$ cat config.mk
export PLATFORM = sky130hd
export DESIGN_NAME = lieat_ifu_bpu_flat
export DESIGN_NICKNAME = d
export VERILOG_FILES = /design/src/rtl/lieat_bpu_pkg.sv /design/src/rtl/lieat_ifu_bpu_if.sv /design/src/rtl/lieat_ifu_ras.sv /design/src/rtl/lieat_ifu_bpu.sv /design/src/flat_wrapper.sv
export SDC_FILE = /design/constraint.sdc
export NUM_CORES = 1
export LEC_CHECK = 0
export CAP_MARGIN = 25
export CORE_MARGIN = 2
export CORE_UTILIZATION = 60
export CTS_CLUSTER_SIZE = 20
export DETAILED_ROUTE_END_ITERATION = 12
export GPL_ROUTABILITY_DRIVEN = 1
export PLACE_DENSITY = 0.95
export SLEW_MARGIN = 40
export SYNTH_ARGS = -nofsm -noshare
export SYNTH_HDL_FRONTEND = slang
export SYNTH_SLANG_ARGS = --single-unit
$ cat constraint.sdc
create_clock -name clock -period 5.2 [get_ports clock]
set_clock_uncertainty 0.05 [all_clocks]
set_input_delay 0.52 -clock clock [delete_from_list [all_inputs] [get_ports clock]]
set_output_delay 0.52 -clock clock [all_outputs]
set_load 0.05 [all_outputs]
$ cat src/rtl/lieat_bpu_pkg.sv
`default_nettype none
// ============================================================================
//  Module      : lieat_bpu_pkg
//  Description : Shared definitions for the IFU branch predecode/predict
//                stage: branch classes, opcode constants, link registers
//                and the link-register test.
//  Revision    : 1.0  initial release
// ============================================================================
package lieat_bpu_pkg;

    typedef enum logic [2:0] {
        BR_NONE   = 3'd0,
        BR_BXX    = 3'd1,
        BR_JAL    = 3'd2,
        BR_JALR   = 3'd3,
        BR_ECALL  = 3'd4,
        BR_MRET   = 3'd5,
        BR_FENCEI = 3'd6
    } br_type_e;

    localparam logic [6:0]  OPC_BXX      = 7'b1100011;
    localparam logic [6:0]  OPC_JAL      = 7'b1101111;
    localparam logic [6:0]  OPC_JALR     = 7'b1100111;
    localparam logic [6:0]  OPC_MISC_MEM = 7'b0001111;
    localparam logic [6:0]  OPC_SYSTEM   = 7'b1110011;

    localparam logic [2:0]  F3_FENCEI    = 3'b001;
    localparam logic [2:0]  F3_PRIV      = 3'b000;

    localparam logic [11:0] SYS_ECALL    = 12'h000;
    localparam logic [11:0] SYS_MRET     = 12'h302;

    localparam logic [4:0]  LINK_X1      = 5'd1;
    localparam logic [4:0]  LINK_X5      = 5'd5;

    // x1/x5 are the ABI link registers used for call/return hinting.
    function automatic logic is_link(input logic [4:0] r);
        return (r == LINK_X1) || (r == LINK_X5);
    endfunction

endpackage
`default_nettype wire

$ cat src/rtl/lieat_ifu_bpu_if.sv
`default_nettype none
// ============================================================================
//  Module      : lieat_ifu_bpu_if
//  Description : Handshake bundle around the predecode stage.
//                in_*  : fetch buffer -> stage (valid/ready, pc, inst)
//                out_* : stage -> IFU redirect / IDU (valid/ready plus the
//                        registered pc, inst, class and static prediction)
//                master modport = environment side, slave = the stage.
//  Revision    : 1.0  initial release
// ============================================================================
interface lieat_ifu_bpu_if #(
    parameter int XLEN = 32
);
    logic            in_valid;
    logic            in_ready;
    logic [XLEN-1:0] in_pc;
    logic [31:0]     in_inst;

    logic            out_valid;
    logic            out_ready;
    logic [XLEN-1:0] out_pc;
    logic [31:0]     out_inst;
    logic [2:0]      out_type;
    logic            out_pred_taken;
    logic [XLEN-1:0] out_pred_target;
    logic            out_unpred;

    modport slave (
        input  in_valid, in_pc, in_inst, out_ready,
        output in_ready, out_valid, out_pc, out_inst, out_type,
               out_pred_taken, out_pred_target, out_unpred
    );

    modport master (
        output in_valid, in_pc, in_inst, out_ready,
        input  in_ready, out_valid, out_pc, out_inst, out_type,
               out_pred_taken, out_pred_target, out_unpred
    );
endinterface
`default_nettype wire

$ cat src/rtl/lieat_ifu_ras.sv
`default_nettype none
// ============================================================================
//  Module      : lieat_ifu_ras
//  Description : Circular return-address stack.
//                push/push_data : write entry[ptr], advance ptr
//                pop            : drop entry[ptr-1]
//                push+pop       : overwrite entry[ptr-1] in place
//                top/empty      : current top entry and empty flag
//                A push at full silently overwrites the oldest entry.
//  Revision    : 1.0  initial release
// ============================================================================
module lieat_ifu_ras #(
    parameter int XLEN      = 32,
    parameter int RAS_DEPTH = 4
) (
    input  logic            clock,
    input  logic            reset,
    input  logic            push,
    input  logic            pop,
    input  logic [XLEN-1:0] push_data,
    output logic [XLEN-1:0] top,
    output logic            empty
);
    localparam int PTR_W = $clog2(RAS_DEPTH);
    localparam int CNT_W = $clog2(RAS_DEPTH + 1);

    logic [PTR_W-1:0] ptr_q, ptr_d;
    logic [CNT_W-1:0] cnt_q, cnt_d;
    logic [XLEN-1:0]  entry_q [RAS_DEPTH];

    logic             wr_en;
    logic [PTR_W-1:0] wr_idx;
    logic [PTR_W-1:0] top_idx;

    // Depth is a power of two, so pointer arithmetic wraps naturally.
    assign top_idx = ptr_q - PTR_W'(1);
    assign top     = entry_q[top_idx];
    assign empty   = (cnt_q == '0);

    always_comb begin
        ptr_d  = ptr_q;
        cnt_d  = cnt_q;
        wr_en  = 1'b0;
        wr_idx = ptr_q;
        if (push && pop && !empty) begin
            // Return-then-call: replace the top, depth unchanged.
            wr_en  = 1'b1;
            wr_idx = top_idx;
        end else if (push) begin
            wr_en  = 1'b1;
            wr_idx = ptr_q;
            ptr_d  = ptr_q + PTR_W'(1);
            if (cnt_q != CNT_W'(RAS_DEPTH)) begin
                cnt_d = cnt_q + CNT_W'(1);
            end
        end else if (pop && !empty) begin
            ptr_d = top_idx;
            cnt_d = cnt_q - CNT_W'(1);
        end
    end

    always_ff @(posedge clock or posedge reset) begin
        if (reset) begin
            ptr_q <= '0;
            cnt_q <= '0;
        end else begin
            ptr_q <= ptr_d;
            cnt_q <= cnt_d;
        end
    end

    // Entry contents need no reset: they are only observed when count > 0.
    always_ff @(posedge clock) begin
        if (wr_en) begin
            entry_q[wr_idx] <= push_data;
        end
    end

endmodule
`default_nettype wire

$ cat src/rtl/lieat_ifu_bpu.sv
`default_nettype none
// ============================================================================
//  Module      : lieat_ifu_bpu
//  Description : Registered IFU branch predecode/predict stage. Classifies
//                one fetched instruction per cycle and attaches a static
//                prediction (BTFN / always-taken jal / RAS returns).
//                clock, reset : core clock, async active-high reset
//                flush        : EXU flush, drops the output entry
//                bus          : in_* handshake from fetch buffer,
//                               out_* handshake to IFU redirect / IDU
//  Revision    : 1.0  initial release
// ============================================================================
module lieat_ifu_bpu
    import lieat_bpu_pkg::*;
#(
    parameter int XLEN      = 32,
    parameter int RAS_DEPTH = 4,
    parameter int BXX_MODE  = 1
) (
    input  logic           clock,
    input  logic           reset,
    input  logic           flush,
    lieat_ifu_bpu_if.slave bus
);
    logic [31:0]     inst;
    logic [XLEN-1:0] pc;
    logic [6:0]      opcode;
    logic [2:0]      funct3;
    logic [4:0]      rd;
    logic [4:0]      rs1;
    br_type_e        cls;

    logic [XLEN-1:0] j_imm;
    logic [XLEN-1:0] b_imm;
    logic [XLEN-1:0] link_pc;

    logic            in_ready;
    logic            accept;

    logic            want_push;
    logic            want_pop;
    logic            ras_empty;
    logic [XLEN-1:0] ras_top;

    logic            pred_taken;
    logic            pred_unpred;
    logic [XLEN-1:0] pred_target;

    logic            valid_q,  valid_d;
    logic [XLEN-1:0] pc_q,     pc_d;
    logic [31:0]     inst_q,   inst_d;
    br_type_e        type_q,   type_d;
    logic            taken_q,  taken_d;
    logic [XLEN-1:0] target_q, target_d;
    logic            unpred_q, unpred_d;

    assign inst    = bus.in_inst;
    assign pc      = bus.in_pc;
    assign opcode  = inst[6:0];
    assign funct3  = inst[14:12];
    assign rd      = inst[11:7];
    assign rs1     = inst[19:15];

    assign j_imm   = {{(XLEN-20){inst[31]}}, inst[19:12], inst[20], inst[30:21], 1'b0};
    assign b_imm   = {{(XLEN-12){inst[31]}}, inst[7], inst[30:25], inst[11:8], 1'b0};
    assign link_pc = pc + XLEN'(4);

    // A flush kills the accept so the RAS never sees wrong-path updates.
    assign in_ready = ~flush & (~valid_q | bus.out_ready);
    assign accept   = bus.in_valid & in_ready;

    always_comb begin
        cls = BR_NONE;
        case (opcode)
            OPC_BXX:  cls = BR_BXX;
            OPC_JAL:  cls = BR_JAL;
            OPC_JALR: cls = BR_JALR;
            OPC_MISC_MEM: begin
                if (funct3 == F3_FENCEI) begin
                    cls = BR_FENCEI;
                end
            end
            OPC_SYSTEM: begin
                if (funct3 == F3_PRIV) begin
                    if (inst[31:20] == SYS_ECALL) begin
                        cls = BR_ECALL;
                    end else if (inst[31:20] == SYS_MRET) begin
                        cls = BR_MRET;
                    end
                end
            end
            default:  cls = BR_NONE;
        endcase
    end

    always_comb begin
        pred_taken  = 1'b0;
        pred_target = '0;
        pred_unpred = 1'b0;
        want_push   = 1'b0;
        want_pop    = 1'b0;
        case (cls)
            BR_JAL: begin
                pred_taken  = 1'b1;
                pred_target = pc + j_imm;
                want_push   = is_link(rd);
            end
            BR_BXX: begin
                // Sign bit of the B-immediate marks a backward branch.
                if ((BXX_MODE != 0) && inst[31]) begin
                    pred_taken  = 1'b1;
                    pred_target = pc + b_imm;
                end
            end
            BR_JALR: begin
                // rd==rs1 with both links is a fresh call, not a return.
                want_push = is_link(rd);
                want_pop  = is_link(rs1) && !(is_link(rd) && (rd == rs1));
                if (want_pop && !ras_empty) begin
                    pred_taken  = 1'b1;
                    pred_target = ras_top;
                end else begin
                    pred_unpred = 1'b1;
                end
            end
            default: begin
                pred_taken = 1'b0;
            end
        endcase
    end

    lieat_ifu_ras #(
        .XLEN      (XLEN),
        .RAS_DEPTH (RAS_DEPTH)
    ) u_ras (
        .clock     (clock),
        .reset     (reset),
        .push      (accept & want_push),
        .pop       (accept & want_pop),
        .push_data (link_pc),
        .top       (ras_top),
        .empty     (ras_empty)
    );

    always_comb begin
        valid_d  = valid_q;
        pc_d     = pc_q;
        inst_d   = inst_q;
        type_d   = type_q;
        taken_d  = taken_q;
        target_d = target_q;
        unpred_d = unpred_q;
        if (accept) begin
            valid_d  = 1'b1;
            pc_d     = pc;
            inst_d   = inst;
            type_d   = cls;
            taken_d  = pred_taken;
            target_d = pred_target;
            unpred_d = pred_unpred;
        end else if (flush || bus.out_ready) begin
            valid_d = 1'b0;
        end
    end

    always_ff @(posedge clock or posedge reset) begin
        if (reset) begin
            valid_q  <= 1'b0;
            pc_q     <= '0;
            inst_q   <= '0;
            type_q   <= BR_NONE;
            taken_q  <= 1'b0;
            target_q <= '0;
            unpred_q <= 1'b0;
        end else begin
            valid_q  <= valid_d;
            pc_q     <= pc_d;
            inst_q   <= inst_d;
            type_q   <= type_d;
            taken_q  <= taken_d;
            target_q <= target_d;
            unpred_q <= unpred_d;
        end
    end

    assign bus.in_ready        = in_ready;
    assign bus.out_valid       = valid_q;
    assign bus.out_pc          = pc_q;
    assign bus.out_inst        = inst_q;
    assign bus.out_type        = type_q;
    assign bus.out_pred_taken  = taken_q;
    assign bus.out_pred_target = target_q;
    assign bus.out_unpred      = unpred_q;

endmodule
`default_nettype wire

$ cat src/flat_wrapper.sv
// flat-port wrapper written by rule: the top's interface ports become plain ports
module lieat_ifu_bpu_flat import lieat_bpu_pkg::*;
#(
    parameter int XLEN      = 32,
    parameter int RAS_DEPTH = 4,
    parameter int BXX_MODE  = 1
)
  (clock, reset, flush, bus_in_valid, bus_in_pc, bus_in_inst, bus_out_ready, bus_in_ready, bus_out_valid, bus_out_pc, bus_out_inst, bus_out_type, bus_out_pred_taken, bus_out_pred_target, bus_out_unpred);
  lieat_ifu_bpu_if #(.XLEN(XLEN)) bus_i ();
  input  logic clock;
  input  logic reset;
  input  logic flush;
  input wire logic [$bits(bus_i.in_valid)-1:0] bus_in_valid;
  input wire logic [$bits(bus_i.in_pc)-1:0] bus_in_pc;
  input wire logic [$bits(bus_i.in_inst)-1:0] bus_in_inst;
  input wire logic [$bits(bus_i.out_ready)-1:0] bus_out_ready;
  output wire logic [$bits(bus_i.in_ready)-1:0] bus_in_ready;
  output wire logic [$bits(bus_i.out_valid)-1:0] bus_out_valid;
  output wire logic [$bits(bus_i.out_pc)-1:0] bus_out_pc;
  output wire logic [$bits(bus_i.out_inst)-1:0] bus_out_inst;
  output wire logic [$bits(bus_i.out_type)-1:0] bus_out_type;
  output wire logic [$bits(bus_i.out_pred_taken)-1:0] bus_out_pred_taken;
  output wire logic [$bits(bus_i.out_pred_target)-1:0] bus_out_pred_target;
  output wire logic [$bits(bus_i.out_unpred)-1:0] bus_out_unpred;
  assign bus_i.in_valid = bus_in_valid;
  assign bus_i.in_pc = bus_in_pc;
  assign bus_i.in_inst = bus_in_inst;
  assign bus_i.out_ready = bus_out_ready;
  assign bus_in_ready = bus_i.in_ready;
  assign bus_out_valid = bus_i.out_valid;
  assign bus_out_pc = bus_i.out_pc;
  assign bus_out_inst = bus_i.out_inst;
  assign bus_out_type = bus_i.out_type;
  assign bus_out_pred_taken = bus_i.out_pred_taken;
  assign bus_out_pred_target = bus_i.out_pred_target;
  assign bus_out_unpred = bus_i.out_unpred;
  lieat_ifu_bpu #(.XLEN(XLEN), .RAS_DEPTH(RAS_DEPTH), .BXX_MODE(BXX_MODE)) u_core (.clock(clock), .reset(reset), .flush(flush), .bus(bus_i));
endmodule
==> results.md, run 1 <==
- Initial antenna violation count: 2
- Most used DFF post-synth: edfxtp_1
- Final TNS setup: 0 ps
- CTS clk-pin slew, worst paths: approximately 60 ps
- Slew Viols, Final: 0
- # rows: 53
- Peak supply drop: between 0.3 and 0.4 mV
- Tcrit/Tclk final: slightly below 70%
- Largest net degree at the start of global routing: 75
- Commonest cells after routing, fill and taps aside: nand2_1, clkdlybuf4s50_1, edfxtp_1
- Post-CTS setup buffer count: 0
- Hold_ws: 406.7 ps
- Clk_lat worst skew: roughly 520 ps
- Drt first pass iters: 5
- Final setup vio count: 0
- Post-DP Area: ~0.015 mm^2
- Fillcell total: approximately 1400
- Static Leak: between 6 and 7 nW
- H-tree Lvls: 1
- Post-synthesis cell area: approximately 0.013 mm^2
- FF-to-FF setup slack: slightly above 2000 ps
- Antenna Violating Nets Remaining: 0
- Clock Tree Buf Depth: 3
- Syn avg cell area: between 10 and 15 um^2
- Routed len/inst: roughly 24 um
- Met1 Use GR: approximately half
- Post-layout min period: about 3600 ps
- Core Area: between 0.02 and 0.025 mm^2
- Die area: about 0.022 mm^2
- Number of global-route vias before repair: ~11000
- 1st-iter DRT viols: about 1400
- Die Width: about 150 um
- Die Ht: approximately 150 um
- Cell area after layout: approximately 0.015 mm^2
- Global-route track usage on met3: around 6.5%
- Cell Pwr Density: between 300 and 400 mW/mm^2
- Post-synth EDFFs: approximately 130
- Layer with the highest usage: met2
- Actual slew at the worst max-slew pin: slightly below 900 ps
- First-pass GRT wire length: roughly 60 mm
- Max-cap violations: 0
- NumNets Final: 1449
- Max Fclk: between 200 and 300 MHz
- Mapped Cells: roughly 1200
- Routed wire length: 39.61 mm
- # DRC: 0
- CTS tree: built
- Final worst setup slack: between 1500 and 2000 ps
- Crit Path Max Fanout: 32
- Total grt overflow: 0
- Rel. slew slack: approximately 41%
- CP arrival: 3700 ps
- RSZ-0062 raised after global routing: false
- Area grow syn2layout: 21.36%
- Number of diodes: 0
- I/O pins: roughly 170
- Yosys cell types: between 90 and 100
- Clock sinks: about 240
- Hold buffer count at cts: 0
- CTS Buf Count: 23
- Root Driver: clkbuf_16
- Status: finished clean
- Via count: ~11000
- Critical setup path kind: in2reg
- Dpl hpwl: 27.91 mm
- Yosys warning count: 0
- Async set or reset register ratio after synthesis: a little under half
- Total Routing Usage GR: 35.38%
- Hold Vio Cnt, Final: 0
- Initial Utilization: 60.87%
- Share of layout cells above drive strength 1: 10.07%
- Pre-CTS WS: roughly 1200 ps
- RD Place Congestion: between 0.9 and 1
- IO buf count: around 170
- Syn nets: 1296
- Req. time, crit path: 5310 ps
- Flops & latches, synth: roughly 240
- Critical Path End Type: register
- Via density: between 6 and 7
- CTS resizes: 0
- Post-synthesis sequential area ratio: 51.12%
- Hold Path Class: in2async
- Worst setup SP type: primary input
- Commonest non-fill, non-tap cell in the layout: nand2_1
- Global Route met2 Usage: 54.36%
## metal layers
metal / up-vias / part of all wire [%]
li1: 4711 / -
met1: 5284 / 39
met2: 754 / 46
met3: 116 / 11
met4: 2 / 3.4
met5: - / 0.11
## registers in the layout, indices dropped and copies added (netlist names), 2 cells and up
signal,cells
u_core.bus.out_type,3
u_core.bus.out_pc,32
u_core.u_ras.cnt_q,3
u_core.u_ras.entry_q,128
u_core.bus.out_pred_target,32
u_core.bus.out_inst,32
u_core.u_ras.ptr_q,2
## cells in the mapped netlist, types with 5 or more instances
| library cell | n | share of area (%) |
|---|---|---|
| nor4_1 | 6 | 0.29 |
| o21ai_0 | 53 | 2.1 |
| xnor2_1 | 39 | 2.7 |
| clkbuf_1 | 44 | 1.3 |
| nor2_1 | 39 | 1.1 |
| ha_1 | 44 | 4.3 |
| o211ai_1 | 6 | 0.35 |
| a22oi_1 | 15 | 0.88 |
| o2111ai_1 | 7 | 0.48 |
| xor2_1 | 17 | 1.2 |
| o21bai_1 | 5 | 0.29 |
| a211oi_1 | 14 | 0.82 |
| edfxtp_1 | 128 | 30 |
| dfrtp_1 | 107 | 21 |
| or3_1 | 8 | 0.39 |
| inv_1 | 20 | 0.59 |
| a22o_1 | 12 | 0.82 |
| a221o_1 | 6 | 0.47 |
| nand3_1 | 34 | 1.3 |
| buf_1 | 5 | 0.15 |
| a21oi_1 | 72 | 2.8 |
| nand4_1 | 14 | 0.69 |
| o22ai_1 | 6 | 0.29 |
| o31ai_1 | 6 | 0.35 |
| buf_2 | 11 | 0.43 |
| mux4_2 | 32 | 5.6 |
| and4_1 | 7 | 0.48 |
| and3_1 | 20 | 0.98 |
| nor3_1 | 16 | 0.63 |
| a21o_1 | 22 | 1.3 |
| nand2_1 | 258 | 7.6 |
| o21ai_1 | 7 | 0.27 |
| o221ai_1 | 6 | 0.41 |
## worst paths after layout
check / start / to / depth (start not counted)
worst min register to register: u_core.bus.out_pc[30]$_DFFE_PP0P_ / u_core.bus.out_pc[30]$_DFFE_PP0P_ / 2
worst max register to register: u_core.bus.out_valid$_DFFE_PP0P_ / u_core.u_ras.entry_q[3][29]$_DFFE_PP_ / 8
max in group asynchronous: reset / u_core.bus.out_pc[10]$_DFFE_PP0P_ / 3
worst max-delay path: bus_in_inst[16] / u_core.u_ras.entry_q[3][29]$_DFFE_PP_ / 9
worst min-delay path: reset / u_core.bus.out_pc[30]$_DFFE_PP0P_ / 2
min in group clock: u_core.bus.out_pc[30]$_DFFE_PP0P_ / u_core.bus.out_pc[30]$_DFFE_PP0P_ / 2
## critical path, stage by stage
cell             delay, ps
clkdlybuf4s50_1        490
or4b_1                 580
a211oi_2               290
nand4_1                260
nor2_2                 330
nand2_1                200
or3_1                  410
a21oi_2                150
buf_4                  460
## cells by family (layout without fill, tap and decap cells)
family	count (synthesis)	in the layout	share of synthesized area, %
xor+xnor	56	56	3.845
mux	36	36	5.993
compound gates	291	291	16.08
fa+ha+maj	47	47	4.787
buf+inv	84	254	2.825
simple gates	431	431	15.35
flops	235	235	51.12
## layout make-up
cell class / instances / area [um^2] / share of cell area [%]
Clock buffer: 25 / 593.1 / 3.831
Clock inverter: 17 / 165.2 / 1.067
Inverter: 20 / 80.08 / 0.5173
Multi-Input combinational cell: 861 / 5906 / 38.15
Sequential cell: 235 / 6524 / 42.14
Tap cell: 275 / 344.1 / 2.223
Timing Repair Buffer: 192 / 1869 / 12.07
## report_power, final
group          internal (W)  switching, W  total (W)
Sequential          0.00204     0.0000481    0.00209
Combinational      0.000359      0.000712    0.00107
Clock              0.000937      0.000745    0.00168
## through the flow
stage                     total power (W)  utilization, %  instances
after floorplan                  0.002803               -       1180
after global placement           0.003152           70.22       1583
after detailed placement         0.003176           70.22       1583
after CTS                        0.004840           73.84       1625
after global routing             0.004997           73.88       1625
final                            0.004844           73.88       1625
Note: power is estimated with default switching activity, not from simulation.
==> run 2: changes to the inputs <==
--- a/config.mk
+++ b/config.mk
@@ -7,11 +7,11 @@
 export LEC_CHECK = 0
 export CAP_MARGIN = 25
 export CORE_MARGIN = 2
-export CORE_UTILIZATION = 60
+export CORE_UTILIZATION = 56
 export CTS_CLUSTER_SIZE = 20
 export DETAILED_ROUTE_END_ITERATION = 12
 export GPL_ROUTABILITY_DRIVEN = 1
-export PLACE_DENSITY = 0.95
+export PLACE_DENSITY = 0.92
 export SLEW_MARGIN = 40
 export SYNTH_ARGS = -nofsm -noshare
 export SYNTH_HDL_FRONTEND = slang
==> constraint.sdc (replaced) <==
create_clock -name clock -period 3.6 [get_ports clock]
set_clock_uncertainty 0.05 [all_clocks]
set_input_delay 0.36 -clock clock [delete_from_list [all_inputs] [get_ports clock]]
set_output_delay 0.36 -clock clock [all_outputs]
set_load 0.05 [all_outputs]
==> results.md, run 2 (synthesis results as in run 1) <==
- Via density: roughly 6.5
- NumNets Final: around 1500
- Commonest non-fill, non-tap cell in the layout: nand2_1
- Critical setup path kind: in2reg
- Layer with the highest usage: met2
- Die area: 0.02400 mm^2
- Core Area: ~0.023 mm^2
- IO buf count: about 170
- Worst setup SP type: primary input
- Final TNS setup: 0 ps
- Status: finished clean
- Cell Pwr Density: about 450 mW/mm^2
- Slew Viols, Final: 0
- Hold Path Class: in2async
- CTS clk-pin slew, worst paths: about 60 ps
- Total grt overflow: 0
- Final Util: between 70 and 80%
- Critical Path End Type: register
- Dpl cells: around 1600
- Routed len/inst: approximately 24 um
- CTS resizes: 0
- Drt first pass iters: 5
- Via count: ~11000
- CTS tree: built
- Post-CTS setup buffer count: 0
- Area grow syn2layout: 25.58%
- Global Route met2 Usage: between 50 and 60%
- Commonest cells after routing, fill and taps aside: nand2_1, clkdlybuf4s50_1, edfxtp_1
- Global-route track usage on met3: 7.131%
- # DRC: 0
- Finished Layout Cells: roughly 1700
- Actual slew at the worst max-slew pin: ~800 ps
- Clock sinks: ~240
- Number of diodes: 0
- First-pass GRT wire length: ~62 mm
- Final setup vio count: 0
- Clk_lat worst skew: 520 ps
- RD Place Congestion: roughly 1.1
- Die Ht: approximately 150 um
- Dpl hpwl: 29.53 mm
- Number of global-route vias before repair: roughly 11000
- Share of layout cells above drive strength 1: roughly 13%
- Max-cap violations: 0
- Routed wire length: 40.54 mm
- Hold Vio Cnt, Final: 0
- Req. time, crit path: roughly 4000 ps
- Post-layout min period: approximately 3100 ps
- CTS Buf Count: 24
- I/O pins: ~170
- 1st-iter DRT viols: about 1500
- Largest register FFs: roughly 130
- Largest net degree at the start of global routing: 77
- Rel. slew slack: between 40% and 50%
- # rows: 55
- CP arrival: approximately 3400 ps
- RSZ-0062 raised after global routing: false
- Worst reg-to-reg path cell count: 6
- Crit Path Max Fanout: 5
- Static Leak: between 6 and 7 nW
- Initial Utilization: 56.69%
- Peak supply drop: 0.4229 mV
- Hold buffer count at cts: 0
- Met1 Use GR: 48.69%
- Max Fclk: between 300 and 400 MHz
- Initial antenna violation count: 0
- Total Routing Usage GR: between 30% and 40%
- Antenna Violating Nets Remaining: 0
- Root Driver: clkbuf_16
- Most flops, register: u_core.u_ras.entry_q
- Tcrit/Tclk final: 85.60%
- Clock Tree Buf Depth: 3
- H-tree Lvls: 1
- Die Width: approximately 150 um
run 2: changes by cell type in the layout (fill, tap and decap cells not counted), moves of 2 or more:
| cell | before | now |
|---|---|---|
| clkbuf_1 | 1 | 5 |
| a21oi_2 | 3 | 1 |
| inv_6 | 4 | 1 |
| clkinv_1 | 4 | 0 |
| a21oi_4 | 1 | 3 |
| clkbuf_8 | 1 | 3 |
| clkbuf_16 | 23 | 26 |
| buf_4 | 21 | 59 |
| clkinvlp_4 | 5 | 2 |
| buf_12 | 0 | 7 |
| clkinv_2 | 0 | 2 |
run 2: worst paths after layout:
check	from	endpoint	slack, ps
hold / removal	reset	u_core.bus.out_inst[1]$_DFFE_PP0P_	230
max in group asynchronous	reset	u_core.bus.out_inst[18]$_DFFE_PP0P_	2340
setup reg to reg	u_core.u_ras.ptr_q[1]$_DFFE_PP0P_	u_core.bus.out_pred_target[10]$_DFFE_PP0P_	1010
setup / recovery	bus_in_pc[2]	u_core.bus.out_pred_target[30]$_DFFE_PP0P_	520
hold reg to reg	u_core.bus.out_pc[11]$_DFFE_PP0P_	u_core.bus.out_pc[11]$_DFFE_PP0P_	420
min in group clock	bus_in_inst[1]	u_core.bus.out_inst[1]$_DFFE_PP0P_	360
run 2: final cells by class:
cell class	instances	area (um^2)
clock buffers	34	710.7
clock inverters	10	141.4
fillers	1534	6484
inverters	20	77.57
multi-input cells	861	5916
flip-flops and latches	235	6523
well taps	285	356.6
repair buffers	237	2295
run 2: worst max-delay path, cell delays in order:
cell and delay, ps:
clkdlybuf4s50_1 740, ha_1 330, a211oi_1 390, o21ai_1 250, a221oi_4 390, o21ai_1 210, a32oi_1 290, o31ai_1 130
a221o_1 340
run 2: routing by layer:
layer,routed length [um],vias up
met2,18270,721
met3,4561,89
li1,-,4792
met1,16570,5294
met4,1128,0
met5,0,-
run 2: power breakdown:
| group | internal [W] | total (W) | switching [W] |
|---|---|---|---|
| logic | 0.000552 | 0.00160 | 0.00104 |
| clock network | 0.00160 | 0.00265 | 0.00105 |
| registers | 0.00295 | 0.00302 | 0.0000666 |
| total | 0.00510 | 0.00727 | 0.00217 |
run 2: metrics by stage:
step                      cell area, um^2  hold slack [ps]  setup WS (ps)  power, W
final                               16020            230.2          518.3  0.007270
after global routing                16020            278.0          422.7  0.007505
after CTS                           16020            241.3          645.1  0.007268
after detailed placement            15170            410.6          120.6  0.004638
after global placement              15170            406.6          151.8  0.004604
after floorplan                     12780            376.4         -62.92  0.004049
==> run 3: changes to the inputs <==
--- a/config.mk
+++ b/config.mk
@@ -8,6 +8,7 @@
 export CAP_MARGIN = 25
 export CORE_MARGIN = 2
 export CORE_UTILIZATION = 56
+export CTS_CLUSTER_DIAMETER = 100
 export CTS_CLUSTER_SIZE = 20
 export DETAILED_ROUTE_END_ITERATION = 12
 export GPL_ROUTABILITY_DRIVEN = 1
==> results.md, run 3 (synthesis results as in run 1) <==
- Power Internal: ~0.0043 W
- Multi-input gate area: 0.005916 mm^2
- Actual slew at the worst max-slew pin: about 800 ps
- Post-CTS setup buffer count: 0
- Final TNS setup: 0 ps
- Final setup vio count: 0
- First-pass GRT wire length: approximately 61 mm
- CTS Buf Count: 15
- Via density: 6.496
- Reg area: 0.006523 mm^2
- CP arrival: about 3200 ps
- Routed len/inst: ~24 um
- Rel. slew slack: 46.80%
- 1st-iter DRT viols: roughly 1400
- Commonest cells after routing, fill and taps aside: nand2_1, clkdlybuf4s50_1, edfxtp_1
- Worst setup SP type: primary input
- Max Fclk: about 330 MHz
- Critical Path End Type: register
- Hold Path Class: in2async
- Clock power frac: a little over a quarter
- Finished Layout Cells: about 1700
- Hold buffer count at cts: 0
- Peak supply drop: roughly 0.37 mV
- Number of diodes: 0
- RD Place Congestion: around 1.1
- # rows: 55
- Dpl hpwl: between 20 and 30 mm
- Most flops, register: u_core.u_ras.entry_q
- NumNets Final: 1486
- Static Leak: between 6 and 7 nW
- Crit Path Max Fanout: 32
- RR Startpoint: u_core.u_ras.ptr_q[1]$_DFFE_PP0P_
- Clock Tree Buf Depth: 3
- CTS resizes: 0
- Reg power frac: a little under half
- Die Width: 154.9 um
- Area grow syn2layout: 22.28%
- Drt first pass iters: 5
- Clock sinks: around 240
- Critical setup path kind: in2reg
- Req. time, crit path: roughly 3700 ps
- Total Routing Usage GR: about a third
- Post-layout min period: 3069 ps
- H-tree Lvls: 1
- Fillcell total: about 1600
- Total grt overflow: 0
- Die area: approximately 0.024 mm^2
- Status: finished clean
- Psw: 0.001981 W
- # DRC: 0
- I/O pins: between 150 and 200
- FF-to-FF setup slack: around 1000 ps
- CTS clk-pin slew, worst paths: around 90 ps
- Initial antenna violation count: 0
- Max-cap violations: 0
- Core Area: about 0.023 mm^2
- Die Ht: about 150 um
- CTS tree: built
- IO buf count: about 170
- Antenna Violating Nets Remaining: 0
- Clk_lat worst skew: 490 ps
- Via count: 10800
- Dpl cells: ~1600
- Slew Viols, Final: 0
- Number of global-route vias before repair: 10510
- Tcrit/Tclk final: ~85%
- Comb power frac: between 20% and 30%
- Routed wire length: approximately 40 mm
- Share of layout cells above drive strength 1: a little under an eighth
- Reg2reg end: u_core.bus.out_pred_target[10]$_DFFE_PP0P_
- Root Driver: clkbuf_16
- Commonest non-fill, non-tap cell in the layout: nand2_1
- Switching Share: around a third
- Hold Vio Cnt, Final: 0
- Cell Pwr Density: just over 400 mW/mm^2
- Largest register FFs: approximately 130
- Worst reg-to-reg path cell count: 6
- Largest net degree at the start of global routing: 77
- RSZ-0062 raised after global routing: false
- Initial Utilization: a little under three fifths
## run 3: power groups by stage
stage	sequential, W	combinational (W)	clock (W)
3_3_place_gp	0.00307	0.00154	0
4_1_cts	0.00302	0.00158	0.00171
6_report	0.00302	0.00159	0.00170
5_1_grt	0.00303	0.00169	0.00181
3_5_place_dp	0.00307	0.00157	0
2_1_floorplan	0.00345	0.000599	0
## run 3: worst max-delay path, cell delays in order
cell and delay [ps]:
clkdlybuf4s50_1 530, or4b_1 590, a211oi_2 300, nand4_1 180
nor2_2 150, nand2_1 220, or3_1 420, a21oi_4 190
buf_12 240
## run 3: worst max path at each step
stage                                     startpoint  depth (start not counted)                                         end  slack, ps
floorplan           u_core.bus.out_valid$_DFFE_PP0P_                          8        u_core.u_ras.entry_q[0][0]$_DFFE_PP_        -60
global placement                        bus_in_pc[2]                          9  u_core.bus.out_pred_target[30]$_DFFE_PP0P_        150
detailed placement                   bus_in_inst[16]                          9       u_core.u_ras.entry_q[3][23]$_DFFE_PP_        120
CTS                                  bus_in_inst[16]                          9       u_core.u_ras.entry_q[3][25]$_DFFE_PP_        600
global route                          bus_in_inst[8]                         11  u_core.bus.out_pred_target[31]$_DFFE_PP0P_        400
finish                               bus_in_inst[16]                          9        u_core.u_ras.entry_q[1][4]$_DFFE_PP_        530
## run 3: layout make-up
type	instances	area share (%)
well taps	285	2.286
inverters	20	0.4974
flip-flops and latches	235	41.82
multi-input cells	861	37.93
clock buffers	24	2.759
repair buffers	237	14.71
## run 3: layer usage
layer | GRT usage, % | vias to the layer above | routed length (um)
li1 | - | 4775 | -
met1 | 47.92 | 5238 | 16260
met2 | 51.62 | 697 | 18050
met3 | 7.298 | 86 | 4631
met4 | 7.848 | 0 | 938
met5 | 0 | - | 0
## run 3: per-stage QoR
| step | setup WS, ps | hold WS, ps | cell area, um^2 | power [W] | util [%] |
|---|---|---|---|---|---|
| after global routing | 401.7 | 294.0 | 15600 | 0.006532 | 69.31 |
| after CTS | 604.6 | 262.6 | 15600 | 0.006305 | 69.31 |
| after global placement | 151.8 | 406.6 | 15170 | 0.004604 | 67.40 |
| final | 530.8 | 249.8 | 15600 | 0.006307 | 69.31 |
| after detailed placement | 120.6 | 410.6 | 15170 | 0.004638 | 67.40 |
| after floorplan | -62.92 | 376.4 | 12780 | 0.004049 | - |
